<file path="src/rtl/halt_ctrl.sv">
// Sequenced halt controller beside the IF stage: detects HALT or an external
// request, drains the pipeline, then holds in HALTED until resume or single-step.
module halt_ctrl #(
    parameter int                 DATA_W       = 32,
    parameter logic [DATA_W-1:0]  HALT_INSTR   = 32'hFFFF_FFFF,
    parameter int                 DRAIN_CYCLES = 3,
    parameter int                 PC_STEP      = 4
) (
    input  logic              clk,
    input  logic              rst_n,
    input  logic              instr_valid,
    input  logic [DATA_W-1:0] instr,
    input  logic [DATA_W-1:0] pc,
    input  logic              ext_halt_req,
    input  logic              resume,
    input  logic              step,
    output logic              halt,
    output logic              halted,
    output logic [DATA_W-1:0] halt_pc,
    output logic [DATA_W-1:0] resume_pc,
    output logic [1:0]        halt_cause,
    output logic [15:0]       halt_count,
    output logic [1:0]        dbg_state
);

    typedef enum logic [1:0] {
        ST_RUN    = 2'd0,
        ST_DRAIN  = 2'd1,
        ST_HALTED = 2'd2,
        ST_STEP   = 2'd3
    } state_t;

    localparam logic [7:0]  CNT_LOAD   = 8'(DRAIN_CYCLES - 1);
    localparam logic [1:0]  CAUSE_NONE = 2'b00;
    localparam logic [1:0]  CAUSE_INSTR = 2'b01;
    localparam logic [1:0]  CAUSE_EXT  = 2'b10;
    localparam logic [1:0]  CAUSE_STEP = 2'b11;

    state_t            state_q, state_d;
    logic [7:0]        cnt_q, cnt_d;
    logic [DATA_W-1:0] halt_pc_q, halt_pc_d;
    logic [1:0]        cause_q, cause_d;
    logic [15:0]       count_q, count_d;
    logic              halted_q;
    logic              hit;

    assign hit = instr_valid && (instr == HALT_INSTR);

    always_comb begin
        state_d   = state_q;
        cnt_d     = cnt_q;
        halt_pc_d = halt_pc_q;
        cause_d   = cause_q;
        count_d   = count_q;
        halt      = 1'b0;
        case (state_q)
            ST_RUN: begin
                // Stall the triggering cycle itself so the HALT never advances.
                halt = hit | ext_halt_req;
                if (hit) begin
                    halt_pc_d = pc;
                    cause_d   = CAUSE_INSTR;
                    cnt_d     = CNT_LOAD;
                    state_d   = ST_DRAIN;
                end else if (ext_halt_req) begin
                    halt_pc_d = pc;
                    cause_d   = CAUSE_EXT;
                    cnt_d     = CNT_LOAD;
                    state_d   = ST_DRAIN;
                end
            end
            ST_DRAIN: begin
                halt = 1'b1;
                if (cnt_q == 8'd0) begin
                    state_d = ST_HALTED;
                    if (count_q != 16'hFFFF) count_d = count_q + 16'd1;
                end else begin
                    cnt_d = cnt_q - 8'd1;
                end
            end
            ST_HALTED: begin
                halt = 1'b1;
                if (resume) begin
                    cause_d = CAUSE_NONE;
                    state_d = ST_RUN;
                end else if (step) begin
                    state_d = ST_STEP;
                end
            end
            ST_STEP: begin
                // One fetch slot is opened; an empty slot keeps the previous halt info.
                if (instr_valid) begin
                    halt_pc_d = pc;
                    cause_d   = hit ? CAUSE_INSTR : CAUSE_STEP;
                end
                cnt_d   = CNT_LOAD;
                state_d = ST_DRAIN;
            end
            default: state_d = ST_RUN;
        endcase
    end

    always_ff @(posedge clk) begin
        if (!rst_n) begin
            state_q   <= ST_RUN;
            cnt_q     <= 8'd0;
            halt_pc_q <= '0;
            cause_q   <= CAUSE_NONE;
            count_q   <= 16'd0;
            halted_q  <= 1'b0;
        end else begin
            state_q   <= state_d;
            cnt_q     <= cnt_d;
            halt_pc_q <= halt_pc_d;
            cause_q   <= cause_d;
            count_q   <= count_d;
            halted_q  <= (state_d == ST_HALTED);
        end
    end

    assign halted     = halted_q;
    assign halt_pc    = (state_q == ST_RUN) ? '0 : halt_pc_q;
    assign resume_pc  = (cause_q == CAUSE_INSTR || cause_q == CAUSE_STEP)
                        ? halt_pc + DATA_W'(PC_STEP) : halt_pc;
    assign halt_cause = cause_q;
    assign halt_count = count_q;
    assign dbg_state  = state_q;

endmodule

</file>
<file path="config.mk">
export PLATFORM = sky130hd
export DESIGN_NAME = halt_ctrl
export DESIGN_NICKNAME = d
export VERILOG_FILES = /design/src/rtl/halt_ctrl.sv
export SDC_FILE = /design/constraint.sdc
export NUM_CORES = 1
export LEC_CHECK = 0
export BUFFER_PORTS_ARGS = -buffer_cell sky130_fd_sc_hd__buf_2
export CAP_MARGIN = 10
export CELL_PAD_IN_SITES_DETAIL_PLACEMENT = 1
export CELL_PAD_IN_SITES_GLOBAL_PLACEMENT = 1
export CORE_UTILIZATION = 34
export CTS_CLUSTER_DIAMETER = 50
export DETAILED_ROUTE_END_ITERATION = 8
export PLACE_DENSITY_LB_ADDON = 0.25
export SLEW_MARGIN = 10
export SYNTH_ARGS = -nofsm -noshare
export SYNTH_HDL_FRONTEND = slang
export SYNTH_SLANG_ARGS = --single-unit
</file>
<file path="constraint.sdc">
create_clock -name clk -period 3.3 [get_ports clk]
set_input_delay 0 -clock clk [delete_from_list [all_inputs] [get_ports clk]]
set_output_delay 0 -clock clk [all_outputs]
set_load 0.01 [all_outputs]
</file>
-- Yosys cells after proc, flatten, opt, wreduce, memory -nomap -nowiden
Index checks and enable logic that the tools add are counted.
- bits in writable memories: 0
- input bits: 70
- output and inout bits: 86
- register bits after elaboration: 61
- ROM bits: 0
- memories: 0
- latch bits: 0
- logic and storage cells: 57
- mux-type cells: 23
- div/mod/pow operators: 0
- order comparisons: 0
- bitwise logic cells: 1
- eq/ne operators: 12
- shift operators: 0
- add/sub/neg operators: 3
- multipliers: 0
- reductions and logical operators: 12
- operator list (kind ; count):
    $mux W32 ; 5
    $pmux W32 S2 ; 1
    $add A32 B3 Y32 const B ; 1
    $eq A32 B32 Y1 const B ; 1
    $mux W8 ; 3
    $pmux W8 S3 ; 1
    $mux W2 ; 10
    $add A16 B1 Y16 const B ; 1
    $ne A16 B16 Y1 const B ; 1
    $reduce_and A3 Y1 ; 3
    $eq A2 B2 Y1 const B ; 4
    $logic_not A8 Y1 ; 1
    $pmux W2 S4 ; 1
    $sub A8 B1 Y8 const B ; 1
    $ne A2 B2 Y1 const B ; 3
    $pmux W2 S3 ; 1
    $reduce_bool A3 Y1 ; 2
    $eq A2 B1 Y1 const B ; 2
    $reduce_and A4 Y1 ; 1
    $ne A3 B3 Y1 const B ; 1
    $logic_not A2 Y1 ; 1
    $pmux W1 S2 ; 1
    $reduce_bool A2 Y1 ; 1
    $reduce_or A2 Y1 ; 1
    other kinds (3) ; 3

-- Longest topological paths before layout
- depth after elaboration: 5
- mapped depth: 12
- mapped depth without buffers: 10

-- Worst setup path after synthesis
OpenSTA, ideal clock, no wires.
- path type: reg2out
- start point: register state_q[1], in the netlist dbg_state[1]
- end point: output resume_pc[26]
- cell stages (with the launch flop): 13
- path slack: 0.227 ns
- required time: 3.300 ns
- path buffers: 3
- arrival time: 3.073 ns
- path through: dfxtp_1 -> inv_1 -> ha_1 -> clkbuf_1 -> clkbuf_1 -> clkbuf_1 -> nor2b_1 -> ha_1 -> nand3_1 -> nor4b_1 -> nand4_1 -> nor4b_1 -> xor2_1
- word-level cells in the longest chain between the ends: 4
- RTL lines (element ; RTL line ; source):
    start: declaration ; 39 ; state_t state_q, state_d;
    start signal: assignment ; 112 ; state_q <= state_d;
    $logic_not A2 Y1 ; 122 ; assign halt_pc = (state_q == ST_RUN) ? '0 : halt_pc_q;
    $mux W32 ; 122 ;
    named net halt_pc[2] ; 19 ; output logic [DATA_W-1:0] halt_pc,
    $add A32 B3 Y32 ; 124 ; ? halt_pc + DATA_W'(PC_STEP) : halt_pc;
    $mux W32 ; 124 ;
    end: declaration ; 20 ; output logic [DATA_W-1:0] resume_pc,
The timed path passes the listed nets, and every way through them passes these cells.

-- Final worst setup path
- start point: register state_q[0], in the netlist dbg_state[0]
- end point: output resume_pc[26]
- word-level cells in the longest chain between the ends: 4
- RTL lines (element ; RTL line):
    $logic_not A2 Y1 * ; 122
    $mux W32 * ; 122
    $add A32 B3 Y32 ; 124
    $mux W32 * ; 124
Mark *: on every way between the ends. The rest lies on a longest branch, timed or not.

==> out/results.md <==
| Group | Quantity | Value |
|:---|:---|:---|
| status | Result of the run | complete, no violations |
| setup path | Worst Reg2Reg Path Length in Cells | 7 |
| floorplanning | Standard-cell row count | 38 |
| global routing | Pin count of the biggest net entering global routing | 42 |
| job | Max Cap Viol | 0 |
| setup path | Worst Setup Path Type | register to primary output |
| logic synthesis | Net count after synthesis | 557 |
| power and ir drop | Max IR drop VDD | 269 uV |
| route | Number of remaining DRC errors | 0 |
| global routing | Antenna violations before repair | 0 |
| sta | Slew at the pin with the worst max-slew slack | 0.747 ns |
| setup path | Arr. time, crit path | 3.05 ns |
| logic synthesis | Synthesized-area fraction occupied by adder cells | 2.33% |
| setup path | RR Startpoint | cnt_q[0] |
| power and ir drop | Part of the total power dissipated in sequential elements | 36.2% |
| hold path | Endpoint of the worst hold-timing path | dbg_state[1] |
| setup path | Worst setup EP type | primary output |
| floorplanning | DIE HEIGHT | 107 um |
| setup path | RR Endpoint | halt_count[13] |
| route | Remaining number of nets flagged by the antenna check after routing | 0 |
| global routing | Total global routing overflow | 0 |
| route | WL/cell | 15.7 um |
| sta | Final worst hold slack | 0.193 ns |
| clocking | Clock-pin transition on the worst setup and hold timing paths | 0.07 ns |
| hold path | Worst min-delay path category | primary input to register |
| setup path | Register-to-register setup slack | 0.89 ns |
| logic synthesis | Main synth FF type | dfxtp_1 |
| power and ir drop | Portion of total power attributed to combinational logic | 38.4% |
| floorplanning | Area of the core | 10,800 um^2 |
| floorplanning | Die area | 11,500 um^2 |
| finish | ANT cells | 0 |
| logic synthesis | Multiplexer share of the synthesized area | 9.39% |
| sta | Relative max-transition margin | 50.2% |
| sta | Final Cycle Share | 92.4% |
| logic synthesis | Distinct cells, synth | 45 |
| clocking | Number of buffers created by CTS | 9 |
| sta | Number of setup violations in the final report | 0 |
| sta | Total Neg Setup Slack | 0 ns |
| sta | Final Hold Violating Endpoints | 0 |
| logic synthesis | Complex-gate fraction of the synthesized area | 7.93% |
| placement | Count of input and output buffers | 155 |
| logic synthesis | Largest family of logic cells by synthesized area | simple AND/OR/NAND/NOR gates |
| sta | Total count of max-transition violations in the final report | 0 |
| finish | Share of final-layout standard cells stronger than drive strength 1 | 29.1% |
| sta | Unrepaired setup endpoints after global routing | false |
| floorplanning | I/O pin count | 156 |
| clocking | Clock latency on the worst-skew pair | 0.34 ns |
| hold path | HP Start | step |
| power and ir drop | Switching share of power | 37.5% |
| setup path | Crit-path max cell delay | 0.43 ns |
| power and ir drop | P_int | 1.68 mW |
| route | Violation count after the first detailed-routing iteration | 81 |
| logic synthesis | Sequential cell area fraction in the yosys report | 32.5% |
| route | DR pass1 iterations | 4 |
| setup path | Startpoint type of the worst setup path | register |
| clocking | Longest Clk Path Bufs | 2 |
| logic synthesis | Yosys Warn Count | 0 |
| logic synthesis | Count of flip-flops with a built-in enable after synthesis | 0 |
| power and ir drop | Leakage power figure | 2.41 nW |
| logic synthesis | Post-synthesis cell count | 480 |
| logic synthesis | Mean Syn Cell Area | 7.83 um^2 |
| setup path | Crit-path slowest cell | dfxtp_1 |
| logic synthesis | Area fraction in and, or, nand and nor cells after synthesis | 35.0% |
| power and ir drop | Ratio of total power to cell area | 517 nW/um^2 |
| floorplanning | Die W | 107 um |
| setup path | Critical-path cell list | inv_1 > ha_2 > nand2b_1 > inv_1 > ha_1 > nand3_1 > nor4b_2 > nand4_1 > nor4b_2 > xor2_1 > buf_2 |
| logic synthesis | FF+latch count, synth | 61 |
| floorplanning | Effective utilization at floorplan | 34.8% |
| setup path | Critical Path Fanout Max | 9 |
| logic synthesis | Share of flip-flops with an asynchronous set or reset | 0% |
| clocking | Sink Count | 61 |
| route | Total number of vias | 4,112 |
| power and ir drop | Switching component of the power | 1.01 mW |
| hold path | Cell depth of the worst min-delay path | 5 |
| logic synthesis | Netlist area before placement | 3760 um^2 |
| route | Routed Wire Length | 12.6 mm |
| setup path | CP required | 3.30 ns |
| finish | Count of fill cells added during filler insertion | 1,384 |
| power and ir drop | Design Power | 2.68 mW |
| finish | Layout overhead on the synthesized area | 38.2% |
| placement | HPWL Detailed | 9.35 mm |
| clocking | CTS root buf | clkbuf_8 |
| power and ir drop | Power share of the clock group | 25.4% |
| global routing | Global-route wire length before repair | 20.3 mm |
| placement | Routability-driven placement congestion ratio | 0.867 |
| sta | Worst clock skew | 0.00339 ns |
| global routing | Global-route usage over all layers | 22.2% |
| clocking | H-tree levels | 3 |
| route | Via-per-instance ratio | 5.11 |
| sta | Time the worst path needs with I/O delays and setup | 3.05 ns |
| sta | FMAX | 328 MHz |
| global routing | Vias in the first global route | 4,146 |
| logic synthesis | Xor and xnor fraction of the mapped netlist area | 8.63% |
| clocking | Clock tree from TritonCTS | yes |
| finish | Post-layout nets | 737 |
==> layout make-up <==
class | count | area (um^2) | share of cell area (%)
clock buffers | 11 | 151 | 2.92
clock inverters | 4 | 47.5 | 0.916
inverters | 12 | 45.0 | 0.868
multi-input cells | 382 | 2400 | 46.2
flip-flops and latches | 61 | 1220 | 23.6
well taps | 140 | 175 | 3.38
repair buffers | 194 | 1150 | 22.1
==> sequential cells by signal, indices dropped and copies added (netlist names) <==
name / flops
halt_count: 16
halted: 1
halt_pc_q: 32
dbg_state: 2
cnt_q: 8
halt_cause: 2
==> repair_timing <==
item                                    CTS  global route
hold buffers                             32             0
endpoints found under the setup margin    0             2
hold endpoints to repair                 32             0
resized for setup                         0             4
setup buffers                             0             1
==> critical path, delay by kind of cell (launching register included) <==
family	cells	cell delay [ns]
DFF	1	0.43
xor gates and xnor gates	1	0.22
and+or+nand+nor	5	1.20
adders and majority gates	2	0.47
buffers and inverters	3	0.38
==> Yosys cell counts, types with 12 or more instances <==
master / count / area, um^2
nand2_1: 93 / 349
dfxtp_1: 61 / 1220
mux2i_1: 33 / 330
nor2_1: 32 / 120
nor2b_1: 31 / 194
clkbuf_1: 20 / 75.1
xor2_1: 20 / 175
nand3_1: 19 / 95.1
nand4_1: 17 / 106
xnor2_1: 17 / 149
o21ai_0: 13 / 65.1
inv_1: 12 / 45.0
nor3_1: 12 / 60.1
==> per-stage QoR <==
step	worst slack, ns	std cells	instance area (um^2)	utilization [%]
2_1_floorplan	0.227	480	3760	-
3_3_place_gp	0.711	756	4650	43.1
6_report	0.252	804	5190	48.1
5_1_grt	0.0536	804	5190	48.1
4_1_cts	0.0592	803	5170	47.9
3_5_place_dp	0.467	756	4650	43.1
==> power groups by stage <==
stage	logic, mW	clock network (mW)	registers, mW
finish	1.03	0.682	0.972
global route	1.12	0.742	0.990
CTS	1.03	0.707	0.970
detailed placement	0.994	0	0.986
global placement	0.961	0	0.978
floorplan	0.685	0	0.956
==> per-layer routing <==
metal | vias to the layer above | track usage (%) | part of all wire [%]
li1 | 2020 | - | -
met1 | 1968 | 26.2 | 44
met2 | 107 | 40.5 | 51
met3 | 17 | 4.13 | 4.3
met4 | 0 | 6.36 | 1.2
met5 | - | 0 | 0
==> logic make-up (layout without fill, tap and decap cells) <==
logic type,Yosys count,after routing
buffers and inverters,37,221
adders and majority gates,7,7
muxes,35,35
AOI/OAI and AO/OA,46,46
and+or+nand+nor,257,257
DFF,61,61
xor gates and xnor gates,37,37
==> worst max-delay path by stage <==
| stage | startpoint | to | slack [ns] | cells after the start |
|---|---|---|---|---|
| after floorplan | dbg_state[1] | resume_pc[26] | 0.23 | 12 |
| after global placement | dbg_state[1] | resume_pc[26] | 0.71 | 10 |
| after detailed placement | dbg_state[1] | resume_pc[26] | 0.47 | 10 |
| after CTS | dbg_state[1] | resume_pc[26] | 0.06 | 10 |
| after global routing | dbg_state[0] | resume_pc[17] | 0.05 | 8 |
| final | dbg_state[0] | resume_pc[26] | 0.25 | 11 |
==> cell usage in the layout, fill, tap and decap left out, types with 19 or more instances in the layout <==
cell / n
nand2_1: 93
nand3_1: 19
nor2b_1: 30
xor2_1: 20
nor2_1: 32
buf_2: 155
dfxtp_1: 60
mux2i_1: 33
dlygate4sd3_1: 32
Note: power is estimated with default switching activity, not from simulation.
